[src/rtl/rocc_cmd_dispatch.sv]
// Two-unit RoCC command dispatcher: registers each core command, steers it to the unit chosen by
// funct[0] under a per-unit outstanding-response limit, and round-robin merges unit responses.
module rocc_cmd_dispatch #(
  parameter int MAX_OUTSTANDING = 2
) (
  input  logic        clk,
  input  logic        reset,
  input  logic        io_cmd_valid,
  output logic        io_cmd_ready,
  input  logic [6:0]  io_cmd_bits_inst_funct,
  input  logic [4:0]  io_cmd_bits_inst_rd,
  input  logic        io_cmd_bits_inst_xd,
  input  logic [63:0] io_cmd_bits_rs1,
  input  logic [63:0] io_cmd_bits_rs2,
  output logic        u0_cmd_valid,
  input  logic        u0_cmd_ready,
  output logic [6:0]  u0_cmd_bits_funct,
  output logic [4:0]  u0_cmd_bits_rd,
  output logic        u0_cmd_bits_xd,
  output logic [63:0] u0_cmd_bits_rs1,
  output logic [63:0] u0_cmd_bits_rs2,
  input  logic        u0_resp_valid,
  output logic        u0_resp_ready,
  input  logic [4:0]  u0_resp_bits_rd,
  input  logic [63:0] u0_resp_bits_data,
  output logic        u1_cmd_valid,
  input  logic        u1_cmd_ready,
  output logic [6:0]  u1_cmd_bits_funct,
  output logic [4:0]  u1_cmd_bits_rd,
  output logic        u1_cmd_bits_xd,
  output logic [63:0] u1_cmd_bits_rs1,
  output logic [63:0] u1_cmd_bits_rs2,
  input  logic        u1_resp_valid,
  output logic        u1_resp_ready,
  input  logic [4:0]  u1_resp_bits_rd,
  input  logic [63:0] u1_resp_bits_data,
  output logic        io_resp_valid,
  input  logic        io_resp_ready,
  output logic [4:0]  io_resp_bits_rd,
  output logic [63:0] io_resp_bits_data,
  output logic        io_busy,
  output logic        io_interrupt
);

  localparam logic [2:0] MAX_CNT = 3'(MAX_OUTSTANDING);

  // Handshakes: a transfer happens on the rising edge where valid & ready are both high; once
  // raised, valid and its payload stay stable until that transfer. Ready may depend on valid.

  logic        hold_valid_q, hold_valid_d;
  logic [6:0]  hold_funct_q, hold_funct_d;
  logic [4:0]  hold_rd_q, hold_rd_d;
  logic        hold_xd_q, hold_xd_d;
  logic [63:0] hold_rs1_q, hold_rs1_d;
  logic [63:0] hold_rs2_q, hold_rs2_d;
  logic [2:0]  cnt_q [2];
  logic [2:0]  cnt_d [2];
  logic        rv_q, rv_d;
  logic [4:0]  resp_rd_q, resp_rd_d;
  logic [63:0] resp_data_q, resp_data_d;
  logic        rr_ptr_q, rr_ptr_d;

  logic       legal, sel, blocked, disp_valid, disp_fire, illegal_drop, hold_leaves, cmd_fire;
  logic       loadable;
  logic [1:0] resp_valid_vec, grant;

  assign legal        = (hold_funct_q[6:1] == 6'd0);
  assign sel          = hold_funct_q[0];
  assign blocked      = hold_xd_q && (cnt_q[sel] == MAX_CNT);
  assign disp_valid   = !reset && hold_valid_q && legal && !blocked;
  assign u0_cmd_valid = disp_valid && !sel;
  assign u1_cmd_valid = disp_valid && sel;
  assign disp_fire    = sel ? (u1_cmd_valid && u1_cmd_ready) : (u0_cmd_valid && u0_cmd_ready);
  // An illegal funct never reaches a unit; it is dropped one cycle after being held.
  assign illegal_drop = hold_valid_q && !legal;
  assign hold_leaves  = disp_fire || illegal_drop;
  assign io_cmd_ready = !reset && (!hold_valid_q || hold_leaves);
  assign cmd_fire     = io_cmd_valid && io_cmd_ready;
  assign io_interrupt = !reset && illegal_drop;

  assign u0_cmd_bits_funct = hold_funct_q;
  assign u0_cmd_bits_rd    = hold_rd_q;
  assign u0_cmd_bits_xd    = hold_xd_q;
  assign u0_cmd_bits_rs1   = hold_rs1_q;
  assign u0_cmd_bits_rs2   = hold_rs2_q;
  assign u1_cmd_bits_funct = hold_funct_q;
  assign u1_cmd_bits_rd    = hold_rd_q;
  assign u1_cmd_bits_xd    = hold_xd_q;
  assign u1_cmd_bits_rs1   = hold_rs1_q;
  assign u1_cmd_bits_rs2   = hold_rs2_q;

  always_comb begin
    hold_valid_d = hold_valid_q;
    hold_funct_d = hold_funct_q;
    hold_rd_d    = hold_rd_q;
    hold_xd_d    = hold_xd_q;
    hold_rs1_d   = hold_rs1_q;
    hold_rs2_d   = hold_rs2_q;
    if (cmd_fire) begin
      hold_valid_d = 1'b1;
      hold_funct_d = io_cmd_bits_inst_funct;
      hold_rd_d    = io_cmd_bits_inst_rd;
      hold_xd_d    = io_cmd_bits_inst_xd;
      hold_rs1_d   = io_cmd_bits_rs1;
      hold_rs2_d   = io_cmd_bits_rs2;
    end else if (hold_leaves) begin
      hold_valid_d = 1'b0;
    end
  end

  // Response arbiter: the unit named by rr_ptr wins when valid, otherwise the other one.
  assign resp_valid_vec = {u1_resp_valid, u0_resp_valid};
  assign loadable       = !reset && (!rv_q || io_resp_ready);

  always_comb begin
    grant = 2'b00;
    if (loadable) begin
      if (resp_valid_vec[rr_ptr_q]) begin
        grant[rr_ptr_q] = 1'b1;
      end else if (resp_valid_vec[~rr_ptr_q]) begin
        grant[~rr_ptr_q] = 1'b1;
      end
    end
  end

  assign u0_resp_ready = grant[0];
  assign u1_resp_ready = grant[1];

  always_comb begin
    rv_d        = rv_q;
    resp_rd_d   = resp_rd_q;
    resp_data_d = resp_data_q;
    rr_ptr_d    = rr_ptr_q;
    if (grant != 2'b00) begin
      rv_d        = 1'b1;
      resp_rd_d   = grant[1] ? u1_resp_bits_rd : u0_resp_bits_rd;
      resp_data_d = grant[1] ? u1_resp_bits_data : u0_resp_bits_data;
      rr_ptr_d    = ~grant[1];
    end else if (io_resp_ready) begin
      rv_d = 1'b0;
    end
  end

  // Outstanding counters: a simultaneous dispatch and response cancel; decrement stops at zero.
  always_comb begin
    for (int n = 0; n < 2; n++) begin
      cnt_d[n] = cnt_q[n];
      if (disp_fire && hold_xd_q && (sel == 1'(n)) && !grant[n]) begin
        cnt_d[n] = cnt_q[n] + 3'd1;
      end else if (grant[n] && !(disp_fire && hold_xd_q && (sel == 1'(n))) && (cnt_q[n] != 3'd0)) begin
        cnt_d[n] = cnt_q[n] - 3'd1;
      end
    end
  end

  always_ff @(posedge clk) begin
    if (reset) begin
      hold_valid_q <= 1'b0;
      hold_funct_q <= '0;
      hold_rd_q    <= '0;
      hold_xd_q    <= 1'b0;
      hold_rs1_q   <= '0;
      hold_rs2_q   <= '0;
      cnt_q[0]     <= '0;
      cnt_q[1]     <= '0;
      rv_q         <= 1'b0;
      resp_rd_q    <= '0;
      resp_data_q  <= '0;
      rr_ptr_q     <= 1'b0;
    end else begin
      hold_valid_q <= hold_valid_d;
      hold_funct_q <= hold_funct_d;
      hold_rd_q    <= hold_rd_d;
      hold_xd_q    <= hold_xd_d;
      hold_rs1_q   <= hold_rs1_d;
      hold_rs2_q   <= hold_rs2_d;
      cnt_q[0]     <= cnt_d[0];
      cnt_q[1]     <= cnt_d[1];
      rv_q         <= rv_d;
      resp_rd_q    <= resp_rd_d;
      resp_data_q  <= resp_data_d;
      rr_ptr_q     <= rr_ptr_d;
    end
  end

  assign io_resp_valid     = rv_q;
  assign io_resp_bits_rd   = resp_rd_q;
  assign io_resp_bits_data = resp_data_q;
  assign io_busy           = hold_valid_q || rv_q || (cnt_q[0] != 3'd0) || (cnt_q[1] != 3'd0);

endmodule

[config.mk]
export PLATFORM = sky130hd
export DESIGN_NAME = rocc_cmd_dispatch
export DESIGN_NICKNAME = d
export VERILOG_FILES = /design/src/rtl/rocc_cmd_dispatch.sv
export SDC_FILE = /design/constraint.sdc
export NUM_CORES = 1
export LEC_CHECK = 0
export BUFFER_PORTS_ARGS = -buffer_cell sky130_fd_sc_hd__buf_4
export CORE_AREA = 2 2 254 256
export DETAILED_ROUTE_END_ITERATION = 10
export DIE_AREA = 0 0 256 258
export HOLD_SLACK_MARGIN = 0.1
export SETUP_SLACK_MARGIN = 0.02
export SLEW_MARGIN = 20
export SYNTH_ARGS = -nofsm -noshare
export SYNTH_HDL_FRONTEND = slang
export SYNTH_SLANG_ARGS = --single-unit
[constraint.sdc]
create_clock -name clk -period 2.6 [get_ports clk]
set_clock_uncertainty 0.2 [all_clocks]
set_input_delay 0.26 -clock clk [delete_from_list [all_inputs] [get_ports clk]]
set_output_delay 0.26 -clock clk [all_outputs]
set_load 0.005 [all_outputs]
### Yosys cells after proc, flatten, opt, wreduce, memory -nomap -nowiden

Memory sizes are Yosys's and may differ from the RTL's. A register that Yosys moved wholly into a read port is not among the register bits.
Index checks and enable logic that the tools add are counted.

| word-level totals | value |
|---|---|
| memories | 1 |
| output and inout bits | 359 |
| bits in writable memories | 6 |
| bits in registers | 213 |
| logic and storage cells | 100 |
| input port bits | 287 |

Memory list:

| name | words | bits a word | rd ports | clocked after Yosys merged registers in | wr ports | RTL line | source |
|---|---|---|---|---|---|---|---|
| cnt_q | 2 | 3 | 3 | 1 | 2 | 56 | `logic [2:0] cnt_q [2];` |

| operators by class | value |
|---|---|
| eq/ne operators | 1 |
| bitwise logic cells | 5 |
| $add $sub $neg | 4 |
| reductions and logical operators | 46 |
| multiplexer cells | 29 |
| order comparisons | 4 |

Operators with widths:

| cell | count |
|---|---|
| two-way mux 64 bit | 1 |
| logical AND 1 bit | 24 |
| two-way mux 3 bit | 6 |
| two-way mux 1 bit | 16 |
| logical NOT 1 bit | 10 |
| adder 3 x 1 -> 3 bit, second input constant | 2 |
| logical NOT 6 bit | 1 |
| logical OR 1 bit | 6 |
| two-way mux 2 bit | 3 |
| nonzero test 2 bit | 3 |
| nonzero test 3 bit | 2 |
| subtractor 3 x 1 -> 3 bit, second input constant | 2 |
| two-way mux 5 bit | 1 |
| less-than comparator 1 x 2 -> 1 bit, second input constant | 2 |
| equality test 3 x 2 -> 1 bit, second input constant | 1 |
| NOT 1 bit | 3 |
| demux 1 bit (select 1 bit) | 2 |
| >= comparator 1 bit, second input constant | 2 |
| OR 1 bit | 2 |

### Depth between registers and ports, before layout

| depth | value |
|---|---|
| word-level depth | 15 |
| mapped depth | 9 |

### Worst setup path before layout

No wires, ideal clock.

| path | value |
|---|---|
| path kind | register -> register |
| start point | register hold_funct_q[6] (netlist: u0_cmd_bits_funct[6]) |
| end point | memory cnt_q[0][1] |
| data arrival time | 2246 ps |
| required time | 2329 ps |
| path buffers | 0 |
| cell stages (with the launch flop) | 8 |
| library setup time | 71 ps |
| path slack | 83 ps |
| cells stage by stage | dfxtp_1 -> nor4_2 -> nand4bb_1 -> or3_1 -> fa_1 -> o211ai_1 -> mux2_2 -> a21oi_1 |

RTL lines:

| item | RTL line | source |
|---|---|---|
| start, declared | 51 | `logic [6:0] hold_funct_q, hold_funct_d;` |
| start signal, assigned | 172 | `hold_funct_q <= hold_funct_d;` |
| end, declared | 56 |  |

==> impl_metrics.env <==
export IMPL_cts_tree="done"
export IMPL_nNetsFinal=2075
export IMPL_ant_nets=0
export IMPL_gp_congestion=0.894
export IMPL_fillers=6422
export IMPL_p_int_mw=7.56
export IMPL_rsz0062_at_grt="true"
export IMPL_drtPass1Iterations=4
export IMPL_worst_ep_arrival_time_ns=2.88
export IMPL_routedWlPerCell_um=15.2
export IMPL_fmax_mhz=384
export IMPL_share_seq_of_total_power=0.378
export IMPL_peakVddDrop_mv=0.416
export IMPL_worst_path_max_delay_cell="fa_1"
export IMPL_cts_htree_levels=1
export IMPL_synthAdderAreaFrac=0.00408
export IMPL_synth_top_family_by_area="multiplexers"
export IMPL_cts_sinks=220
export IMPL_period_share=1.00
export IMPL_root_buffer="clkbuf_16"
export IMPL_crit_required_ns=2.87
export IMPL_cpPeakStageDelay_ns=0.51
export IMPL_cts_buffers=27
export IMPL_routed_wl_um=40500
export IMPL_slew_headroom=0.400
export IMPL_cp_common_cell="buf_4"
export IMPL_crit_path_end_kind="flop"
export IMPL_yosysUniqueCellTypes=41
export IMPL_fin_crit_ns=2.60
export IMPL_crit_chain="nor4_4 > buf_4 > nand4bb_1 > buf_4 > or3_4 > fa_1 > nand2_1 > a21o_1 > a31oi_1"
export IMPL_swShare=0.263
export IMPL_violations="setup timing"
export IMPL_start_util=0.154
export IMPL_area_growth_pct=89.5
export IMPL_path_class="reg -> reg"
export IMPL_synth_top_area_share=0.449
export IMPL_p_leak_nw=8.75
export IMPL_crit_buf_inv=2
export IMPL_hpwl_um=27000
export IMPL_yosysSeqAreaShare=0.449
export IMPL_grt_ovfl_total=0
export IMPL_syn_area_um2=9820
export IMPL_core_area_um2=63600
export IMPL_rows=93
export IMPL_power_per_cell_area_nw_per_um2=552
export IMPL_synth_commonest_cells="dfxtp_1 (220), nor2_1 (219), mux2i_1 (216)"
export IMPL_chipHeight_um=258
export IMPL_synth_xor_area_share=0
export IMPL_synth_simple_area_share=0.108
export IMPL_finalMaxSlewViolations=0
export IMPL_synth_most_common_cell="dfxtp_1"
export IMPL_setup_violations=1
export IMPL_first_iter_violations=413
export IMPL_antenna_found_initial=3
export IMPL_die_w_um=256
export IMPL_worst_setup_hold_path_clk_slew_ns=0.05
export IMPL_maxCapViolations=0
export IMPL_grt_max_degree=142
export IMPL_synth_largest_area_cell="dfxtp_1"
export IMPL_setup_ws_ns=-0.00425
export IMPL_p_comb_frac=0.244
export IMPL_synth_mux_area_frac=0.223
export IMPL_status="finished with violations"
export IMPL_critPathTopFamily="simple AND/OR/NAND/NOR gates"
export IMPL_grt_pass1_vias=10500
export IMPL_netlist_instances=986
export IMPL_die_area_um2=66000
export IMPL_yosys_warnings=0
export IMPL_synth_fp_nets=1275
export IMPL_io_buffers=645
export IMPL_crit_path_start_kind="flop"
export IMPL_ys_top_cells_by_area="dfxtp_1 (45%), mux2i_1 (22%), buf_4 (11%), nor2_1 (8.4%), a211oi_1 (5.3%)"
export IMPL_dr_total_vias=9976
export IMPL_syn_mean_instance_area_um2=9.96
export IMPL_top_level_ports=646
export IMPL_switchingPower_mw=2.70
export IMPL_grt_pass1_wl_um=59100
export IMPL_drc=0
export IMPL_whs_ns=0.246
export IMPL_hold_viol_final=0
export IMPL_hp_class="in -> reg"
export IMPL_synth_seq_cells=220
export IMPL_drive_gt1_frac=0.419
export IMPL_cts_buffer_depth=3
export IMPL_synth_edf_count=0
export IMPL_crit_path_max_fanout=4
export IMPL_clock_latency_ns=0.55
export IMPL_synth_compound_area_share=0.0642
export IMPL_synth_ff_type="dfxtp_1"
export IMPL_post_place_ws_ns=-0.131
export IMPL_routed_via_density=3.75
export IMPL_grt_usage=0.111
export IMPL_clockPowerShare=0.378
export IMPL_tightest_slew_ns=0.900
export IMPL_async_flop_share=0
[path summary, 6_finish.rpt]
kind / start / depth (start not counted) / slack, ns / end
worst max-delay path: u0_cmd_bits_funct[6] / 9 / -0.004 / cnt_q[1][1]
worst min register to register: u0_cmd_bits_rs1[30] / 2 / 0.33 / u0_cmd_bits_rs1[30]
worst max register to register: u0_cmd_bits_funct[6] / 9 / -0.004 / cnt_q[1][1]
worst min-delay path: u1_resp_valid / 5 / 0.25 / rr_ptr_q
[cells in the final DEF, fill, tap and decap left out, types with 6 or more instances in the layout]
cell / n
clkbuf_8: 7
clkbuf_16: 29
dfxtp_1: 218
buf_4: 677
nand2b_1: 7
clkinv_2: 6
dlygate4sd3_1: 289
a211oi_1: 69
mux2i_1: 216
nor2_1: 218
[registers in the layout, summed over array words and instances (netlist names), named ones only]
name and cells:
io_resp_bits_data 64, u0_cmd_bits_rs1 64, u0_cmd_bits_rs2 64, u0_cmd_bits_funct 7, cnt_q 6, io_resp_bits_rd 5, u0_cmd_bits_rd 5, hold_valid_q 1
io_resp_valid 1, rr_ptr_q 1, u0_cmd_bits_xd 1
[worst register-to-register path, stage by stage (launching register included)]
cell       delay [ns]
dfxtp_2          0.33
nor4_4           0.29
buf_4            0.19
nand4bb_1        0.14
buf_4            0.16
or3_4            0.36
fa_1             0.51
nand2_1          0.05
a21o_1           0.17
a31oi_1          0.14
[power groups by stage]
| stage | combinational, mW | sequential, mW | clock (mW) |
|---|---|---|---|
| after floorplan | 1.01 | 3.91 | 0 |
| after global placement | 2.00 | 3.92 | 0 |
| after detailed placement | 2.03 | 3.93 | 0 |
| after CTS | 2.44 | 3.87 | 4.02 |
| after global routing | 2.69 | 3.91 | 4.12 |
| final | 2.51 | 3.88 | 3.88 |
[routing by layer]
layer,part of all wire,up-vias,routed length (um),track usage
met3,0.066,88,2660,0.0282
met4,0.037,2,1480,0.0502
met5,0.00020,-,8,0
met1,0.39,4661,15900,0.122
met2,0.50,412,20400,0.201
li1,-,4813,-,-
[cells by family (layout without fill, tap and decap cells)]
group                      Yosys count  after routing
DFF                                220            220
adders and majority gates            2              2
and+or+nand+nor                    255            255
other                                0              1
muxes                              218            218
buffers and inverters              208           1025
AOI/OAI and AO/OA                   83             83
[layout make-up]
cell class	instances	area [um^2]	area share
clock inverters	11	136	0.00733
flip-flops and latches	220	4410	0.237
repair buffers	977	8210	0.441
inverters	2	7.51	0.000403
well taps	855	1070	0.0575
clock buffers	35	776	0.0417
diodes	1	2.50	0.000134
multi-input cells	558	4000	0.215
[timing repair]
action | in CTS | in global routing
hold endpoints to repair | 220 | 0
gates cloned | 1 | 2
buffers inserted | 1 | 4
pin swaps | 8 | 6
gates resized for setup | 13 | 8
setup endpoints to repair | 6 | 11
hold buffers | 289 | 0
[through the flow]
step / util / instance area, um^2 / total power [mW] / TNS (ns) / instances
after floorplan: - / 9820 / 4.93 / 0 / 986
after global placement: 0.229 / 14600 / 5.92 / -0.153 / 2315
after detailed placement: 0.229 / 14600 / 5.96 / -0.276 / 2315
after CTS: 0.290 / 18500 / 10.3 / -0.140 / 2652
after global routing: 0.292 / 18600 / 10.7 / -0.399 / 2659
final: 0.292 / 18600 / 10.3 / -0.00425 / 2659
(Power assumes the default switching activity.)
